### config.mk
export PLATFORM = sky130hd
export DESIGN_NAME = if_id_stage_flat
export DESIGN_NICKNAME = d
export VERILOG_FILES = /design/src/rtl/if_id_stage_pkg.sv /design/src/rtl/if_id_stage_if.sv /design/src/rtl/if_id_stage_sat_counter.sv /design/src/rtl/if_id_stage.sv /design/src/flat_wrapper.sv
export SDC_FILE = /design/constraint.sdc
export NUM_CORES = 1
export LEC_CHECK = 0
export ABC_CLOCK_PERIOD_IN_PS = 12770
export CAP_MARGIN = 20
export CORE_UTILIZATION = 47
export DETAILED_ROUTE_END_ITERATION = 10
export GPL_TIMING_DRIVEN = 0
export PLACE_DENSITY = 0.93
export SYNTH_ARGS = -nofsm -noshare
export SYNTH_HDL_FRONTEND = slang
export SYNTH_SLANG_ARGS = --single-unit
### constraint.sdc
create_clock -name clk -period 12.77 [get_ports clk]
set_clock_uncertainty 0.2 [all_clocks]
set_input_delay 1.277 -clock clk [delete_from_list [all_inputs] [get_ports clk]]
set_output_delay 1.277 -clock clk [all_outputs]
set_load 0.02 [all_outputs]
### src/rtl/if_id_stage_pkg.sv
// Shared types and constants for the IF/ID pipeline stage.
// Holds the jump-select encodings, the NOP bubble word, the fetch FSM states and the default reset PC.
package if_id_stage_pkg;

  typedef enum logic [1:0] {
    CjJr   = 2'd0,
    CjJump = 2'd1,
    CjSeq  = 2'd2
  } cntrljr_e;

  typedef enum logic [1:0] {
    StRun      = 2'd0,
    StStall    = 2'd1,
    StRedirect = 2'd2
  } fetch_state_e;

  // sll $0,$0,0 encodes as all zeros
  localparam logic [31:0] NOP_INSTR        = 32'h0000_0000;
  localparam logic [31:0] RESET_PC_DEFAULT = 32'h0000_0000;

endpackage

### src/rtl/if_id_stage_if.sv
// Bundle of the fetch-stage control inputs, instruction-memory link and IF/ID outputs.
// The master drives control and memory data; the slave is the fetch stage itself.
interface if_id_stage_if #(
  parameter int unsigned CNT_W = 32
);
  logic             hazard;
  logic [1:0]       flush;
  logic             branch;
  logic [1:0]       cntrljr;
  logic [31:0]      branch_target;
  logic [31:0]      jump_target;
  logic [31:0]      jr_target;
  logic [31:0]      imem_data;
  logic [31:0]      imem_addr;
  logic [31:0]      instr_id;
  logic [31:0]      pcplus4_id;
  logic             valid_id;
  logic [CNT_W-1:0] fetch_cnt;
  logic [CNT_W-1:0] squash_cnt;
  logic [CNT_W-1:0] stall_cnt;

  modport master (
    output hazard, flush, branch, cntrljr, branch_target, jump_target, jr_target, imem_data,
    input  imem_addr, instr_id, pcplus4_id, valid_id, fetch_cnt, squash_cnt, stall_cnt
  );

  modport slave (
    input  hazard, flush, branch, cntrljr, branch_target, jump_target, jr_target, imem_data,
    output imem_addr, instr_id, pcplus4_id, valid_id, fetch_cnt, squash_cnt, stall_cnt
  );
endinterface

### src/rtl/if_id_stage_sat_counter.sv
// Saturating up-counter with synchronous clear; holds at all-ones instead of wrapping.
module sat_counter #(
  parameter int unsigned CNT_W = 32
) (
  input  logic             clk,
  input  logic             rst,
  input  logic             clr,
  input  logic             inc,
  output logic [CNT_W-1:0] count
);

  always_ff @(posedge clk or posedge rst) begin
    if (rst) begin
      count <= '0;
    end else if (clr) begin
      count <= '0;
    end else if (inc && (count != '1)) begin
      count <= count + CNT_W'(1);
    end
  end

endmodule

### src/rtl/if_id_stage.sv
// Instruction fetch stage and IF/ID pipeline register with redirect, load-use stall and
// saturating performance counters. Priority: reset > redirect > stall > fetch.
module if_id_stage
  import if_id_stage_pkg::*;
#(
  parameter logic [31:0] RESET_PC = RESET_PC_DEFAULT,
  parameter int unsigned CNT_W    = 32
) (
  input logic          clk,
  input logic          rst,
  if_id_stage_if.slave bus
);

  fetch_state_e state_q;
  logic [31:0]  pc_q;
  logic [31:0]  instr_q;
  logic [31:0]  pcplus4_q;
  logic         valid_q;
  logic         pending_q;

  logic         redirect;
  logic         stall_req;
  logic         fetch;
  logic [31:0]  pc_plus4;
  logic [31:0]  target;

  assign pc_plus4  = pc_q + 32'd4;
  assign redirect  = (bus.flush != 2'b00);
  assign stall_req = !redirect && bus.hazard;
  assign fetch     = !redirect && !bus.hazard;

  always_comb begin
    target = pc_plus4;
    if (bus.branch) begin
      target = bus.branch_target;
    end else if (bus.cntrljr == CjJr) begin
      target = bus.jr_target;
    end else if (bus.cntrljr == CjJump) begin
      target = bus.jump_target;
    end
    target[1:0] = 2'b00;
  end

  always_ff @(posedge clk or posedge rst) begin
    if (rst) begin
      state_q   <= StRun;
      pc_q      <= {RESET_PC[31:2], 2'b00};
      instr_q   <= NOP_INSTR;
      pcplus4_q <= '0;
      valid_q   <= 1'b0;
      pending_q <= 1'b0;
    end else begin
      // Remembers a redirect that swallowed a simultaneous stall request
      pending_q <= redirect && bus.hazard;
      if (redirect) begin
        state_q   <= StRedirect;
        pc_q      <= target;
        instr_q   <= NOP_INSTR;
        pcplus4_q <= '0;
        valid_q   <= 1'b0;
      end else if (bus.hazard) begin
        state_q <= StStall;
        // Right after such a redirect, keep a bubble instead of replaying a stale word
        if (pending_q && (state_q == StRedirect)) begin
          instr_q   <= NOP_INSTR;
          pcplus4_q <= '0;
          valid_q   <= 1'b0;
        end
      end else begin
        state_q   <= StRun;
        pc_q      <= pc_plus4;
        instr_q   <= bus.imem_data;
        pcplus4_q <= pc_plus4;
        valid_q   <= 1'b1;
      end
    end
  end

  assign bus.imem_addr  = pc_q;
  assign bus.instr_id   = instr_q;
  assign bus.pcplus4_id = pcplus4_q;
  assign bus.valid_id   = valid_q;

  sat_counter #(.CNT_W(CNT_W)) u_fetch_cnt (
    .clk  (clk),
    .rst  (rst),
    .clr  (1'b0),
    .inc  (fetch),
    .count(bus.fetch_cnt)
  );

  sat_counter #(.CNT_W(CNT_W)) u_squash_cnt (
    .clk  (clk),
    .rst  (rst),
    .clr  (1'b0),
    .inc  (redirect && valid_q),
    .count(bus.squash_cnt)
  );

  sat_counter #(.CNT_W(CNT_W)) u_stall_cnt (
    .clk  (clk),
    .rst  (rst),
    .clr  (1'b0),
    .inc  (stall_req),
    .count(bus.stall_cnt)
  );

endmodule
### src/flat_wrapper.sv
// flat-port wrapper written by rule: the top's interface ports become plain ports
module if_id_stage_flat import if_id_stage_pkg::*;
#(
  parameter logic [31:0] RESET_PC = RESET_PC_DEFAULT,
  parameter int unsigned CNT_W    = 32
)
  (clk, rst, bus_hazard, bus_flush, bus_branch, bus_cntrljr, bus_branch_target, bus_jump_target, bus_jr_target, bus_imem_data, bus_imem_addr, bus_instr_id, bus_pcplus4_id, bus_valid_id, bus_fetch_cnt, bus_squash_cnt, bus_stall_cnt);
  if_id_stage_if #(.CNT_W(CNT_W)) bus_i ();
  input logic clk;
  input logic rst;
  input wire logic [$bits(bus_i.hazard)-1:0] bus_hazard;
  input wire logic [$bits(bus_i.flush)-1:0] bus_flush;
  input wire logic [$bits(bus_i.branch)-1:0] bus_branch;
  input wire logic [$bits(bus_i.cntrljr)-1:0] bus_cntrljr;
  input wire logic [$bits(bus_i.branch_target)-1:0] bus_branch_target;
  input wire logic [$bits(bus_i.jump_target)-1:0] bus_jump_target;
  input wire logic [$bits(bus_i.jr_target)-1:0] bus_jr_target;
  input wire logic [$bits(bus_i.imem_data)-1:0] bus_imem_data;
  output wire logic [$bits(bus_i.imem_addr)-1:0] bus_imem_addr;
  output wire logic [$bits(bus_i.instr_id)-1:0] bus_instr_id;
  output wire logic [$bits(bus_i.pcplus4_id)-1:0] bus_pcplus4_id;
  output wire logic [$bits(bus_i.valid_id)-1:0] bus_valid_id;
  output wire logic [$bits(bus_i.fetch_cnt)-1:0] bus_fetch_cnt;
  output wire logic [$bits(bus_i.squash_cnt)-1:0] bus_squash_cnt;
  output wire logic [$bits(bus_i.stall_cnt)-1:0] bus_stall_cnt;
  assign bus_i.hazard = bus_hazard;
  assign bus_i.flush = bus_flush;
  assign bus_i.branch = bus_branch;
  assign bus_i.cntrljr = bus_cntrljr;
  assign bus_i.branch_target = bus_branch_target;
  assign bus_i.jump_target = bus_jump_target;
  assign bus_i.jr_target = bus_jr_target;
  assign bus_i.imem_data = bus_imem_data;
  assign bus_imem_addr = bus_i.imem_addr;
  assign bus_instr_id = bus_i.instr_id;
  assign bus_pcplus4_id = bus_i.pcplus4_id;
  assign bus_valid_id = bus_i.valid_id;
  assign bus_fetch_cnt = bus_i.fetch_cnt;
  assign bus_squash_cnt = bus_i.squash_cnt;
  assign bus_stall_cnt = bus_i.stall_cnt;
  if_id_stage #(.RESET_PC(RESET_PC), .CNT_W(CNT_W)) u_core (.clk(clk), .rst(rst), .bus(bus_i));
endmodule
==> flow_summary.ini <==
[setup_path]
cp-end-kind = flop
crit_type = primary input to flop
start_kind = primary input
worstPathArrival_ns = 4.10
crit_required_ns = 12.94
critPathMaxFanout = 10

[sta]
fin_crit_ns = 3.93
slew_violations = 0
fin_ws_ns = 8.84
rsz0062_at_grt = no
tns_ns = 0
setup_viol = 0
relSlewSlack_pct = 31.2
hold_viol_final = 0
fmax_ghz = 0.254
period_share_pct = 30.8
worst_slew_pin_slew_ns = 1.02

[final_layout]
synthToLayoutAreaGrowth_pct = 41.9
num-nets-final = 1471
nFillCells = 1545
final_util_pct = 68.8
drive_above_1_share_pct = 6.03

[global_route]
use_met1_pct = 38.5
grt_max_degree = 103
track_usage_pct = 30.8
antenna_found_initial = 2
overflow = 0
grt_use_met3_pct = 7.24
top_usage_layer = met2
grtUsageMet2_pct = 51.2
grt_first_pass_wirelength_um = 51700
grt_pass1_vias = 9417

[clock_tree]
cts_tree = built
ctsHtreeMaxLevel = 4
clock_sinks = 193
clk_pin_slew_worst_paths_ns = 0.08
postCtsSetupRepairBufs = 0
root_buffer = clkbuf_16
cts_hold_buf = 0
cts_resized = 0
clockBufferDepth = 2
clk_latency_ns = 0.44
cts_made_buffers = 17

[pwr]
powerDensity_mw_per_mm2 = 115
power_mw = 1.61
p_leak_nw = 5.78
vdd_ir_drop_max_mv = 0.0692

[logic_synthesis]
synth-edff-count = 0
avgSynthCellArea_um2 = 10.0
ys_warn_count = 0
ys_seq_elements = 193
synthAdderAreaFrac_pct = 0.504
synth-compound-area-share_pct = 13.6
yosysSeqAreaShare_pct = 48.7
synth-simple-area-share_pct = 20.1
syn_area_mm2 = 0.00993
synthArstFlopShare_pct = 100
synthMuxAreaShare_pct = 3.47
synth_top_family_by_area = simple AND/OR/NAND/NOR gates
synthCells = 992
ys.flop_type = dfrtp_1
ys_types = 67
synthXorXnorAreaFrac_pct = 10.9

[floorplanning]
die_h_um = 147
io_pins = 329
initial_core_util_pct = 48.4
core_area_mm2 = 0.0205
rows = 52
die_x_um = 147
fp.dieArea_mm2 = 0.0217

[place]
port_buffers = 318
place_ws_ns = 8.51
gp_congestion = 0.912
dp_hpwl_um = 24700

[job]
drv_cap = 0

[drt]
firstDrtPassIters = 5
vias_per_cell = 6.01
drc = 0
drt_first_iter_violations = 848
wl_per_cell_um = 20.6
wl_um = 33300
ant_nets = 0
vias = 9709

[outcome]
status = finished, final reports clean

[hold_path]
hold_path.class = flop to flop
## cells by family after synthesis
group                      Yosys count
and+or+nand+nor                    380
AOI/OAI and AO/OA                  195
DFF                                193
xor gates and xnor gates           123
buffers and inverters               64
muxes                               32
adders and majority gates            4
other                                1
## final timing paths
check,from,endpoint,slack [ns],depth (start not counted)
hold reg to reg,u_core.bus.pcplus4_id[12]$_DFFE_PP0P_,u_core.bus.pcplus4_id[12]$_DFFE_PP0P_,0.28,2
setup / recovery,bus_branch,u_core.bus.imem_addr[29]$_DFFE_PP0N_,8.84,8
hold / removal,u_core.bus.pcplus4_id[12]$_DFFE_PP0P_,u_core.bus.pcplus4_id[12]$_DFFE_PP0P_,0.28,2
setup reg to reg,u_core.u_fetch_cnt.count[4]$_DFFE_PP0P_,u_core.u_fetch_cnt.count[25]$_DFFE_PP0P_,10.17,5
min in group asynchronous,rst,u_core.u_stall_cnt.count[21]$_DFFE_PP0P_,1.20,2
max in group asynchronous,rst,u_core.bus.pcplus4_id[10]$_DFFE_PP0P_,10.24,3
## state kept, by name, summed over array words and instances, names as in the netlist
signal / flops
u_core.bus.instr_id: 32
u_core.u_fetch_cnt.count: 32
u_core.u_squash_cnt.count: 32
u_core.u_stall_cnt.count: 32
u_core.bus.pcplus4_id: 31
u_core.bus.imem_addr: 30
u_core.state_q: 2
u_core.bus.valid_id: 1
u_core.pending_q: 1
## cells in the final DEF, fill, tap and decap left out, types with 4 or more instances in the layout
master             n
o21ai_1            9
buf_2             14
a2bb2oi_1          6
inv_6              5
nor4_1            12
a21oi_1           33
nor2_1            54
a22oi_1           16
inv_8              4
and3_1            21
clkbuf_1          31
or4_1              7
xnor2_1           74
nor2b_1            5
a211oi_1          10
nand2_1           99
nand3_1           55
xor2_1            49
nor3_1            23
clkinv_8           4
a311oi_1           4
and4_1            11
or3_1             10
inv_1             10
buf_4              4
nand4_1           44
nand2b_1          11
o31ai_1            4
ha_1               4
mux2_2            18
o211ai_1           5
a31oi_1            8
o21ai_0           39
and2_1             8
clkdlybuf4s50_1  318
mux2i_1           13
dfrtp_1          193
a22o_1            36
clkbuf_16         17
## area by class of cell
cell class	instances	area (um2)	share of cell area (%)
clock buffers	18	439	3.12
well taps	270	338	2.40
inverters	12	52.6	0.373
clock inverters	14	160	1.14
flip-flops and latches	193	4830	34.3
plain buffers	52	228	1.62
diodes	2	5.00	0.0355
repair buffers	319	3210	22.8
multi-input cells	736	4830	34.3
## worst max-delay path, cell delays in order
cell and delay [ns]:
clkdlybuf4s50_1 0.58, buf_1 0.50, clkbuf_1 0.60, buf_1 0.65, a22oi_1 0.20, nor2_1 0.14
a21oi_1 0.05, nand3_1 0.11
## through the flow
stage,std cells,hold WS (ns),area (um2)
detailed placement,1582,0.270,13500
finish,1616,0.281,14100
floorplan,993,0.389,9930
CTS,1614,0.287,14100
global route,1615,0.316,14100
global placement,1581,0.263,13500
## synthesized netlist by cell type, drive strengths merged, types with 4 or more instances
| master | instances | area (um2) |
|---|---|---|
| o31ai | 4 | 30.0 |
| and4 | 11 | 96.3 |
| xor2 | 49 | 429 |
| dfrtp | 193 | 4830 |
| a2bb2oi | 6 | 52.6 |
| nand2b | 11 | 68.8 |
| clkbuf | 31 | 116 |
| nor4 | 13 | 87.6 |
| a22o | 36 | 315 |
| mux2i | 13 | 130 |
| a311oi | 5 | 50.0 |
| nand4 | 44 | 275 |
| inv | 11 | 41.3 |
| a211oi | 10 | 75.1 |
| a21oi | 33 | 165 |
| or4 | 9 | 75.1 |
| nor2 | 55 | 209 |
| nor2b | 5 | 31.3 |
| xnor2 | 74 | 648 |
| nand2 | 99 | 372 |
| mux2 | 19 | 214 |
| or3 | 11 | 73.8 |
| buf | 21 | 111 |
| a22oi | 16 | 120 |
| and2 | 8 | 50.1 |
| ha | 4 | 50.1 |
| o211ai | 5 | 37.5 |
| nor3 | 24 | 125 |
| a31oi | 9 | 62.6 |
| nand3 | 56 | 293 |
| o21ai | 48 | 240 |
| and3 | 21 | 131 |
## report_power, final
part           internal (mW)  leakage, nW  total (mW)  switching [mW]
clock network          0.270        0.293       0.546           0.276
logic                  0.170         2.92       0.355           0.185
registers              0.653         2.57       0.714          0.0618
total                   1.09         5.78        1.61           0.523
## layer usage
layer	share of wire, %	wire (um)
met5	0	0
met4	3.3	1090
met3	9.7	3220
met2	49	16500
met1	38	12500
(Power assumes the default switching activity.)
